===== config.mk =====
export PLATFORM = sky130hd
export DESIGN_NAME = uart_rx_flat
export DESIGN_NICKNAME = d
export VERILOG_FILES = /design/src/rtl/uart_rx_if.sv /design/src/rtl/uart_rx.sv /design/src/flat_wrapper.sv
export SDC_FILE = /design/constraint.sdc
export NUM_CORES = 1
export LEC_CHECK = 0
export ABC_AREA = 1
export CORE_UTILIZATION = 52
export CTS_CLUSTER_DIAMETER = 50
export DETAILED_ROUTE_END_ITERATION = 8
export PLACE_DENSITY = 0.86
export RECOVER_POWER = 100
export SETUP_SLACK_MARGIN = 0.2
export SYNTH_ARGS = -nofsm -noshare
export SYNTH_HDL_FRONTEND = slang
export SYNTH_SLANG_ARGS = --single-unit

===== constraint.sdc =====
create_clock -name clk_i -period 1.3 [get_ports clk_i]
set_input_delay 0.26 -clock clk_i [delete_from_list [all_inputs] [get_ports clk_i]]
set_output_delay 0.26 -clock clk_i [all_outputs]
set_load 0.02 [all_outputs]

===== src/rtl/uart_rx_if.sv =====
// Byte-side handshake of the serial receiver: one-entry valid/ready buffer plus error pulses.
interface uart_rx_if;
  logic [7:0] rx_data_o;
  logic       valid_o;
  logic       ready_i;
  logic       frame_err_o;
  logic       overrun_o;

  modport master (output rx_data_o, valid_o, frame_err_o, overrun_o, input ready_i);
  modport slave  (input rx_data_o, valid_o, frame_err_o, overrun_o, output ready_i);
endinterface


===== src/rtl/uart_rx.sv =====
// 8N1 serial receiver: 2-FF synchronizer, mid-bit sampling FSM, one-entry output buffer
// with single-cycle framing-error and overrun pulses.
module uart_rx #(
  parameter int CLK_HZ   = 100_000_000,
  parameter int BIT_RATE = 9600
) (
  input  logic       clk_i,
  input  logic       rst_i,
  input  logic       rx_i,
  uart_rx_if.master  rx_if
);
  localparam int CLKS_PER_BIT = CLK_HZ / BIT_RATE;
  localparam int CW           = $clog2(CLKS_PER_BIT) + 1;
  localparam int HALF         = CLKS_PER_BIT / 2;
  localparam logic [CW-1:0] CNT_HALF = CW'(HALF - 1);
  localparam logic [CW-1:0] CNT_LAST = CW'(CLKS_PER_BIT - 1);

  typedef enum logic [2:0] {IDLE, START, DATA, STOP, BREAK} state_t;

  logic          rx_meta, rxs;
  state_t        state_q, state_d;
  logic [CW-1:0] cnt_q, cnt_d;
  logic [2:0]    bit_idx_q, bit_idx_d;
  logic [7:0]    shift_q, shift_d;
  logic          good_stop, bad_stop;
  logic          dlv_q;
  logic [7:0]    data_q;
  logic          valid_q, ferr_q, ovr_q;

  always_ff @(posedge clk_i) begin
    if (rst_i) begin
      rx_meta <= 1'b1;
      rxs     <= 1'b1;
    end else begin
      rx_meta <= rx_i;
      rxs     <= rx_meta;
    end
  end

  always_ff @(posedge clk_i) begin
    if (rst_i) begin
      state_q   <= IDLE;
      cnt_q     <= '0;
      bit_idx_q <= '0;
      shift_q   <= '0;
    end else begin
      state_q   <= state_d;
      cnt_q     <= cnt_d;
      bit_idx_q <= bit_idx_d;
      shift_q   <= shift_d;
    end
  end

  always_comb begin
    state_d   = state_q;
    cnt_d     = cnt_q;
    bit_idx_d = bit_idx_q;
    shift_d   = shift_q;
    good_stop = 1'b0;
    bad_stop  = 1'b0;
    case (state_q)
      IDLE: begin
        cnt_d = '0;
        if (!rxs) state_d = START;
      end
      START: begin
        // A start bit that is high again at its midpoint is treated as line noise.
        if (cnt_q == CNT_HALF) begin
          cnt_d     = '0;
          bit_idx_d = '0;
          state_d   = rxs ? IDLE : DATA;
        end else begin
          cnt_d = cnt_q + 1'b1;
        end
      end
      DATA: begin
        if (cnt_q == CNT_LAST) begin
          cnt_d     = '0;
          shift_d   = {rxs, shift_q[7:1]};
          bit_idx_d = bit_idx_q + 3'd1;
          if (bit_idx_q == 3'd7) state_d = STOP;
        end else begin
          cnt_d = cnt_q + 1'b1;
        end
      end
      STOP: begin
        // Leave at mid-stop so a back-to-back start edge is not missed.
        if (cnt_q == CNT_LAST) begin
          cnt_d = '0;
          if (rxs) begin
            good_stop = 1'b1;
            state_d   = IDLE;
          end else begin
            bad_stop = 1'b1;
            state_d  = BREAK;
          end
        end else begin
          cnt_d = cnt_q + 1'b1;
        end
      end
      BREAK: begin
        cnt_d = '0;
        if (rxs) state_d = IDLE;
      end
      default: state_d = IDLE;
    endcase
  end

  // shift_q is frozen outside DATA, so it is still the finished byte when dlv_q fires.
  always_ff @(posedge clk_i) begin
    if (rst_i) begin
      dlv_q   <= 1'b0;
      data_q  <= '0;
      valid_q <= 1'b0;
      ferr_q  <= 1'b0;
      ovr_q   <= 1'b0;
    end else begin
      dlv_q  <= good_stop;
      ferr_q <= bad_stop;
      ovr_q  <= 1'b0;
      if (dlv_q) begin
        if (valid_q && !rx_if.ready_i) begin
          ovr_q <= 1'b1;
        end else begin
          data_q  <= shift_q;
          valid_q <= 1'b1;
        end
      end else if (valid_q && rx_if.ready_i) begin
        valid_q <= 1'b0;
      end
    end
  end

  assign rx_if.rx_data_o   = data_q;
  assign rx_if.valid_o     = valid_q;
  assign rx_if.frame_err_o = ferr_q;
  assign rx_if.overrun_o   = ovr_q;
endmodule


===== src/flat_wrapper.sv =====
// flat-port wrapper written by rule: the top's interface ports become plain ports
module uart_rx_flat 
#(
  parameter int CLK_HZ   = 100_000_000,
  parameter int BIT_RATE = 9600
)
  (clk_i, rst_i, rx_i, rx_if_rx_data_o, rx_if_valid_o, rx_if_frame_err_o, rx_if_overrun_o, rx_if_ready_i);
  uart_rx_if rx_if_i ();
  input  logic clk_i;
  input  logic rst_i;
  input  logic rx_i;
  output wire logic [$bits(rx_if_i.rx_data_o)-1:0] rx_if_rx_data_o;
  output wire logic [$bits(rx_if_i.valid_o)-1:0] rx_if_valid_o;
  output wire logic [$bits(rx_if_i.frame_err_o)-1:0] rx_if_frame_err_o;
  output wire logic [$bits(rx_if_i.overrun_o)-1:0] rx_if_overrun_o;
  input wire logic [$bits(rx_if_i.ready_i)-1:0] rx_if_ready_i;
  assign rx_if_rx_data_o = rx_if_i.rx_data_o;
  assign rx_if_valid_o = rx_if_i.valid_o;
  assign rx_if_frame_err_o = rx_if_i.frame_err_o;
  assign rx_if_overrun_o = rx_if_i.overrun_o;
  assign rx_if_i.ready_i = rx_if_ready_i;
  uart_rx #(.CLK_HZ(CLK_HZ), .BIT_RATE(BIT_RATE)) u_core (.clk_i(clk_i), .rst_i(rst_i), .rx_i(rx_i), .rx_if(rx_if_i));
endmodule

==> metrics.yaml, run 1 <==
run_status:
  status: "finished, violations left"
  violations: "setup timing"
synth:
  synthTopCellsByArea: "dfxtp_1 (42%), nor2_1 (9.2%), nand2_1 (7.9%)"
  synth_nets: 286
  synth_top_area_share_pct: 42.2
  synth_area_um2: 2040
  yosys.area.top_type: "dfxtp_1"
  ys_seq_elements: 43
  yosys_warnings: 0
  syn_inst: 279
  avgSynthCellArea_um2: 7.31
  ys_seq_area_share_pct: 42.2
  synth_cell_type_count: 31
route:
  routed_wl_mm: 7.18
  drc: 0
  vias: 2342
  wl_per_cell_um: 18.2
  drt_iter0_markers: 299
  first_pass_iters: 5
  avgViaCountPerCell: 5.94
  antenna_left: 0
setup_path:
  cp_slowest_cell: "dfxtp_2"
  rr_startpoint: "u_core.cnt_q[4]"
  crit_family: "simple AND/OR/NAND/NOR gates"
  r2r_end: "u_core.cnt_q[7]"
  worstPathArrival_ns: 1.99
  worst_path_largest_cell_delay_ns: 0.39
  end_kind: "flop"
  critPathKind: "reg -> reg"
  cp_cell_sequence: "buf_4, nand2_1, nor2_1, nand3_1, xnor2_1, inv_1, nor2_4"
  required_ns: 1.54
  r2r_slack_ns: -0.44
  crit_buf_inv: 2
  r2r_cells: 7
  path_max_fanout: 4
  cp-start-kind: "flop"
timing:
  hold_violations: 0
  fin_crit_ns: 1.74
  relSlewSlack_pct: 75.4
  worst_pin_slew_ns: 0.366
  layout_setup_ws_ns: -0.445
  fin_skew_ns: 0.0129
  clock.fmax_mhz: 573
  fin_tns_setup_ns: -6.25
  final_max_slew_viol_count: 0
  finalSetupViolCount: 30
  finalCritPeriodShare_pct: 134
  rsz0062_at_grt: "yes"
grt:
  antenna_found_initial: 0
  grt_pass1_vias: 2164
  grt_util_all_layers_pct: 29.9
  grt_pass1_wl_mm: 9.64
  grt_max_degree: 15
  grt_overflow: 0
floorplanning:
  die_w_um: 64.6
  die-area_um2: 4180
  start_util_pct: 54.9
  io_pins: 15
  placementRows: 22
  core_area_um2: 3720
  fp.dieH_um: 64.6
layout:
  layout-drive-gt1-share_pct: 48.0
  antenna_cells: 0
  nets: 352
  synthToLayoutAreaGrowth_pct: 46.7
  final_cell_mix: "buf_4 (42), nand2_1 (34), nor2_1 (32)"
  layout_commonest_cell: "buf_4"
clocking:
  cts_buffers: 5
  clockBufferDepth: 2
  clock_sinks: 43
  cts_tree: "done"
  cts_root_buf: "clkbuf_8"
  htree_levels: 2
  clk_pin_slew_ns: 0.10
  clk_latency_ns: 0.31
place:
  post-place-ws_ns: -0.139
  gp_congestion: 0.879
  dp_hpwl_mm: 3.31
  io_buffers: 14
min_path:
  hold_path_end: "u_core.rx_if.overrun_o"
  hold_class: "in -> reg"
  hold_start: "rx_if_ready_i"
  holdPathStages: 4
power:
  vdd_ir_drop_max_mv: 0.826
  power_density_nw_per_um2: 1310
  p_leak_nw: 1.23
flow_run:
  max_cap_viol_count: 0
layer usage:
metal	part of all wire (%)	vias up	global-route usage (%)
met3	7.3	54	5.46
li1	-	1019	-
met4	6.0	0	15.0
met1	38	1095	34.4
met2	48	174	52.8
met5	0	-	0
cell usage after synthesis, drive strengths merged:
| library cell | count |
|---|---|
| a211oi | 2 |
| o31ai | 1 |
| ha | 3 |
| nor2 | 56 |
| nand2 | 46 |
| mux2i | 1 |
| xor2 | 7 |
| nor3 | 5 |
| nand3 | 16 |
| clkbuf | 3 |
| inv | 39 |
| nor4 | 2 |
| and3 | 1 |
| dfxtp | 43 |
| o21ai | 19 |
| buf | 5 |
| a21oi | 18 |
| nand4 | 7 |
| or2 | 2 |
| xnor2 | 3 |
report_power, final:
| part | switching [mW] | internal, mW | total, mW |
|---|---|---|---|
| sequential | 0.0825 | 1.37 | 1.46 |
| combinational | 0.878 | 0.684 | 1.56 |
| clock | 0.510 | 0.377 | 0.887 |
how the worst max path moves through the flow:
stage / startpoint / end / cells past startpoint
floorplan: u_core.cnt_q[1] / u_core.state_q[0] / 10
global route: u_core.cnt_q[4] / u_core.cnt_q[7] / 7
global placement: rx_if_ready_i / u_core.rx_if.rx_data_o[0] / 7
detailed placement: u_core.cnt_q[2] / u_core.cnt_q[11] / 8
finish: u_core.cnt_q[4] / u_core.cnt_q[7] / 7
CTS: u_core.cnt_q[1] / u_core.cnt_q[14] / 8
through the flow:
step	area (um2)	total power, mW	instances	hold WS, ns	util, %
2_1_floorplan	2090	2.06	279	0.364	-
3_3_place_gp	2500	2.34	368	0.399	67.3
3_5_place_dp	2500	2.38	368	0.400	67.3
4_1_cts	2760	3.58	388	0.421	74.3
5_1_grt	2990	4.03	394	0.332	80.5
6_report	2990	3.91	394	0.303	80.5
final cells by class:
type / instances / area (um2)
clock inverter: 2 / 12.5
fill: 192 / 723
sequential: 43 / 885
timing repair buffer: 65 / 544
tap: 48 / 60.1
timing repair inverter: 1 / 8.76
inverter: 39 / 154
multi-input combinational: 190 / 1260
clock buffer: 6 / 72.6
kinds of logic after synthesis:
family / Yosys count / share of synthesized area, %
AO/OA/AOI/OAI: 40 / 10.7
adder cells (fa/ha/maj): 3 / 1.84
multiplexers: 1 / 0.491
flip-flops: 43 / 42.2
AND/OR/NAND/NOR: 135 / 30.6
XOR/XNOR: 10 / 4.29
buffers and inverters: 47 / 9.88
tightest hold or removal path: stages:
cell,delay [ns]
dlymetal6s2s_1,0.13
nor2_4,0.07
inv_1,0.07
nor3_1,0.05
flip-flops by register name, indices dropped and copies added, names as in the netlist:
name	cells
u_core.cnt_q	15
u_core.rx_if.rx_data_o	8
u_core.shift_q	8
u_core.bit_idx_q	3
u_core.state_q	3
u_core.dlv_q	1
u_core.rx_if.frame_err_o	1
u_core.rx_if.overrun_o	1
u_core.rx_if.valid_o	1
u_core.rx_meta	1
u_core.rxs	1
timing repair:
item	4_1_cts	5_1_grt
cloned	4	0
setup buffers	8	6
hold buffers	0	0
resized for setup	85	62
pin swaps	4	20
setup endpoints to repair	46	40
No activity file was read; power rests on OpenSTA's default activity.
==> run 2, diff against run 1 <==
- SKIP_CTS_REPAIR_TIMING: not set -> 1
==> run 2 against run 1 <==
The flow still finishes with violations (setup timing). Clock skew fell by 0.0039 ns. Sequential power is essentially flat. Setup slack better by 0.12 ns. Total power is 8.7% lower. Register-to-register slack improved by 0.12 ns. Count of clock-buffer cells in the layout stayed put. Non-clock buffer count shrank 9.
==> metrics.yaml, run 2 (synthesized netlist as in run 1, its figures left out) <==
run_status:
  status: "finished, violations left"
  violations: "setup timing"
clocking:
  clk_latency_ns: 0.30
  cts_tree: "done"
  clk_pin_slew_ns: 0.09
  clock_sinks: 43
  cts_buffers: 5
  cts_root_buf: "clkbuf_8"
  htree_levels: 2
  clockBufferDepth: 2
setup_path:
  worstPathArrival_ns: 1.86
  path_max_fanout: 7
  cp_slowest_cell: "dfxtp_2"
  critPathKind: "reg -> reg"
  worst_path_largest_cell_delay_ns: 0.44
  crit_buf_inv: 3
  cp_cell_sequence: "nand2_1, inv_1, nand2_1, nor2_1, nand2_2, nand2_2, nand2_2, buf_4, inv_1, nand3_1, a21oi_1"
  required_ns: 1.54
  crit_family: "simple AND/OR/NAND/NOR gates"
  cp-start-kind: "flop"
  end_kind: "flop"
  crit_top_cell: "nand2_2"
grt:
  grt_overflow: 0
  antenna_found_initial: 0
  grt_max_degree: 16
  grt_pass1_wl_mm: 7.80
  grt_pass1_vias: 1869
  grt_util_all_layers_pct: 23.9
timing:
  hold_violations: 0
  finalSetupViolCount: 29
  relSlewSlack_pct: 73.5
  final_max_slew_viol_count: 0
  worst_pin_slew_ns: 0.397
  clock.fmax_mhz: 616
  rsz0062_at_grt: "yes"
  fin_crit_ns: 1.62
  fin_tns_setup_ns: -3.84
  fin_skew_ns: 0.00902
  finalCritPeriodShare_pct: 125
  layout_setup_ws_ns: -0.323
layout:
  largest_reg_flops: 15
  seqCellArea_um2: 878
  final_cell_mix: "nor2_1 (42), nand2_1 (37), buf_4 (34)"
  nets: 343
  antenna_cells: 0
  layout-drive-gt1-share_pct: 38.0
  stdcell_area_um2: 2820
  n_fill_cell: 234
  synthToLayoutAreaGrowth_pct: 38.2
  multi_input_area_um2: 1210
  regMostFlops: "u_core.cnt_q"
  layout_commonest_cell: "nor2_1"
place:
  dp_hpwl_mm: 3.31
  place_area_um2: 2500
  post-place-ws_ns: -0.139
  gp_congestion: 0.879
  io_buffers: 14
floorplanning:
  io_pins: 15
  die-area_um2: 4180
  core_area_um2: 3720
  start_util_pct: 54.9
  fp.dieH_um: 64.6
  placementRows: 22
  die_w_um: 64.6
route:
  avgViaCountPerCell: 5.68
  wl_per_cell_um: 15.9
  drc: 0
  antenna_left: 0
  first_pass_iters: 4
  vias: 2188
  routed_wl_mm: 6.13
  drt_iter0_markers: 147
flow_run:
  max_cap_viol_count: 0
power:
  p_sw_mw: 1.29
  pwr-share-clk_pct: 24.5
  sw_frac_of_total_pct: 36.2
  intPower_mw: 2.28
  pwr-share-seq_pct: 41.0
  p_comb_share_pct: 34.5
  vdd_ir_drop_max_mv: 0.722
  p_leak_nw: 1.11
  power_mw: 3.57
  power_density_nw_per_um2: 1260
min_path:
  hold_class: "in -> reg"
-- run 2: path summary, 6_finish.rpt --
kind	from	cells after the start	slack [ns]	end
setup / recovery	u_core.cnt_q[7]	11	-0.32	u_core.state_q[2]
hold / removal	rx_if_ready_i	4	0.30	u_core.rx_if.overrun_o
setup reg to reg	u_core.cnt_q[7]	11	-0.32	u_core.state_q[2]
hold reg to reg	u_core.rx_meta	1	0.44	u_core.rxs
-- run 2: power by group through the flow --
stage	logic [mW]	registers, mW	clock network, mW
2_1_floorplan	0.582	1.47	0
3_3_place_gp	0.864	1.47	0
3_5_place_dp	0.900	1.48	0
4_1_cts	0.903	1.44	0.844
5_1_grt	1.31	1.47	0.914
6_report	1.23	1.46	0.872
-- run 2: through the flow --
step                std cells  hold WS (ns)  util, %
floorplan                 279         0.364        -
global placement          368         0.399     67.3
detailed placement        368         0.400     67.3
CTS                       376         0.421     69.6
global route              385         0.334     75.9
finish                    385         0.303     75.9
-- run 2: layout make-up --
class / instances / share of cell area (%)
Timing Repair Buffer: 56 / 15.0
Timing Repair inverter: 1 / 0.178
Clock inverter: 2 / 0.444
Multi-Input combinational cell: 190 / 43.0
Inverter: 39 / 5.46
Sequential cell: 43 / 31.2
Clock buffer: 6 / 2.57
Tap cell: 48 / 2.13
-- run 2: worst min-delay path, stage by stage --
cell and delay, ns:
dlymetal6s2s_1 0.13, nor2_4 0.06, inv_1 0.07, nor3_1 0.04
-- run 2: per-layer routing --
layer / vias to the layer above / track usage (%) / wire length [um]
met3: 32 / 3.35 / 429
li1: 1003 / - / -
met4: 0 / 10.3 / 269
met2: 122 / 41.7 / 3010
met5: - / 0 / 0
met1: 1031 / 29.1 / 2420
==> run 3, diff against run 2 <==
- CORE_UTILIZATION: 52 -> 40
- PLACE_DENSITY: 0.86 -> 0.71
- SETUP_SLACK_MARGIN: 0.2 -> not set
==> run 3 against run 2 <==
The run still ends with setup timing left. Combinational power increased by 7%. First-iteration DRC count increased by 0.68%. Clock power increased by 1%. Critical endpoint unchanged. Die area increased by 29%. Core utilization decreased by 16 points. Largest power group unchanged. Wire length decreased by 16%. Final cell count increased by 5.2%. Non-clock buffer count increased by 2.
==> metrics.yaml, run 3 (synthesized netlist as in run 1, its figures left out) <==
setup_path:
  cp_cell_sequence: "ha_4, nand3_4, nor2_2, nand2_2, nand2_4, nand2_4, buf_6, inv_2, nand3_2, a21oi_2"
  worst_path_largest_cell_delay_ns: 0.36
  required_ns: 1.53
  cp_slowest_cell: "dfxtp_2"
  cp.depth: 10
  end_kind: "flop"
  critPathKind: "reg -> reg"
  crit_top_cell: "nand2_4"
  cp-start-kind: "flop"
  path_max_fanout: 4
  r2r_cells: 10
  crit_buf_inv: 2
  crit_family: "simple AND/OR/NAND/NOR gates"
  worstPathArrival_ns: 1.68
power:
  intPower_mw: 2.32
  p_sw_mw: 1.33
  sw_frac_of_total_pct: 36.3
  p_comb_share_pct: 35.9
  power_density_nw_per_um2: 1270
  pwr-share-seq_pct: 39.9
  p_leak_nw: 1.11
  power_mw: 3.65
  vdd_ir_drop_max_mv: 0.830
  pwr-share-clk_pct: 24.2
timing:
  rsz0062_at_grt: "yes"
  hold_ws_ns: 0.418
  worst_pin_slew_ns: 0.347
  layout_setup_ws_ns: -0.148
  finalCritPeriodShare_pct: 111
  relSlewSlack_pct: 76.8
  finalSetupViolCount: 29
  final_max_slew_viol_count: 0
  clock.fmax_mhz: 691
  fin_crit_ns: 1.45
  hold_violations: 0
  fin_skew_ns: 0.00385
layout:
  largest_reg_flops: 15
  n_fill_cell: 430
  antenna_cells: 0
  regMostFlops: "u_core.cnt_q"
  synthToLayoutAreaGrowth_pct: 41.5
  layout-drive-gt1-share_pct: 42.0
  final_cell_mix: "nor2_1 (36), nand2_1 (33), buf_4 (31), dfxtp_1 (31), inv_1 (26)"
  layout_commonest_cell: "nor2_1"
  nets: 344
run_status:
  status: "finished, violations left"
  violations: "setup timing"
clocking:
  cts_root_buf: "clkbuf_8"
  cts_tree: "done"
  clk_pin_slew_ns: 0.09
  htree_levels: 2
  clk_latency_ns: 0.30
  cts_buffers: 5
  clockBufferDepth: 2
  clock_sinks: 43
place:
  io_buffers: 14
  gp_congestion: 0.878
  dp_hpwl_mm: 3.27
floorplanning:
  core_area_um2: 4820
  start_util_pct: 42.3
  placementRows: 25
  io_pins: 15
  die-area_um2: 5390
  fp.dieH_um: 73.4
  die_w_um: 73.4
grt:
  grt_overflow: 0
  grt_pass1_wl_mm: 7.28
  grt_pass1_vias: 1743
  grt_util_all_layers_pct: 17.4
  antenna_found_initial: 0
  grt_max_degree: 16
min_path:
  holdPathStages: 1
  hold_class: "reg -> reg"
route:
  drc: 0
  drt_iter0_markers: 148
  avgViaCountPerCell: 4.87
  antenna_left: 0
  wl_per_cell_um: 12.6
  vias: 1971
  first_pass_iters: 7
  routed_wl_mm: 5.12
flow_run:
  max_cap_viol_count: 0
## run 3: cell count changes in the layout (fill, tap and decap cells not counted), sizes merged
cell	previous run	this run
clkbuf	20	18
dlymetal6s2s	1	0
nand3	17	16
clkinvlp	1	2
inv	38	39
buf	39	42
clkinv	3	2
clkdlybuf4s50	1	2
## run 3: area by class of cell
type	instances	area (um2)	share of cell area, %
flip-flops and latches	43	881	30.5
repair inverters	1	5.00	0.173
inverters	39	151	5.24
well taps	67	83.8	2.90
multi-input cells	189	1230	42.8
clock inverters	3	23.8	0.824
clock buffers	5	68.8	2.38
repair buffers	58	438	15.2
## run 3: worst paths after layout
path         slack (ns)           endpoint             from
max               -0.15  u_core.state_q[2]  u_core.cnt_q[1]
min                0.42         u_core.rxs   u_core.rx_meta
max reg2reg       -0.15  u_core.state_q[2]  u_core.cnt_q[1]
min reg2reg        0.42         u_core.rxs   u_core.rx_meta
## run 3: power by group through the flow
stage | Clock [mW] | Combinational, mW | Sequential (mW)
floorplan | 0 | 0.574 | 1.47
global placement | 0 | 0.860 | 1.48
detailed placement | 0 | 0.864 | 1.48
CTS | 0.898 | 0.871 | 1.45
global route | 0.947 | 1.43 | 1.47
finish | 0.884 | 1.31 | 1.46
## run 3: routing by layer
layer | vias up | share of wire [%] | track usage (%)
li1 | 1011 | - | -
met1 | 912 | 45 | 21.4
met2 | 38 | 50 | 29.4
met3 | 10 | 3.3 | 3.84
met4 | 0 | 2.1 | 7.26
met5 | - | 0 | 0
## run 3: per-stage QoR
| step | worst slack, ns | cells | TNS (ns) | area, um2 | utilization, % |
|---|---|---|---|---|---|
| detailed placement | -0.139 | 394 | -2.10 | 2560 | 53.1 |
| global placement | -0.0840 | 394 | -1.61 | 2560 | 53.1 |
| CTS | -0.208 | 402 | -4.76 | 2650 | 55.0 |
| global route | -0.290 | 405 | -5.32 | 2890 | 59.9 |
| finish | -0.148 | 405 | -2.52 | 2890 | 59.9 |
| floorplan | 0.00338 | 279 | 0 | 2070 | - |
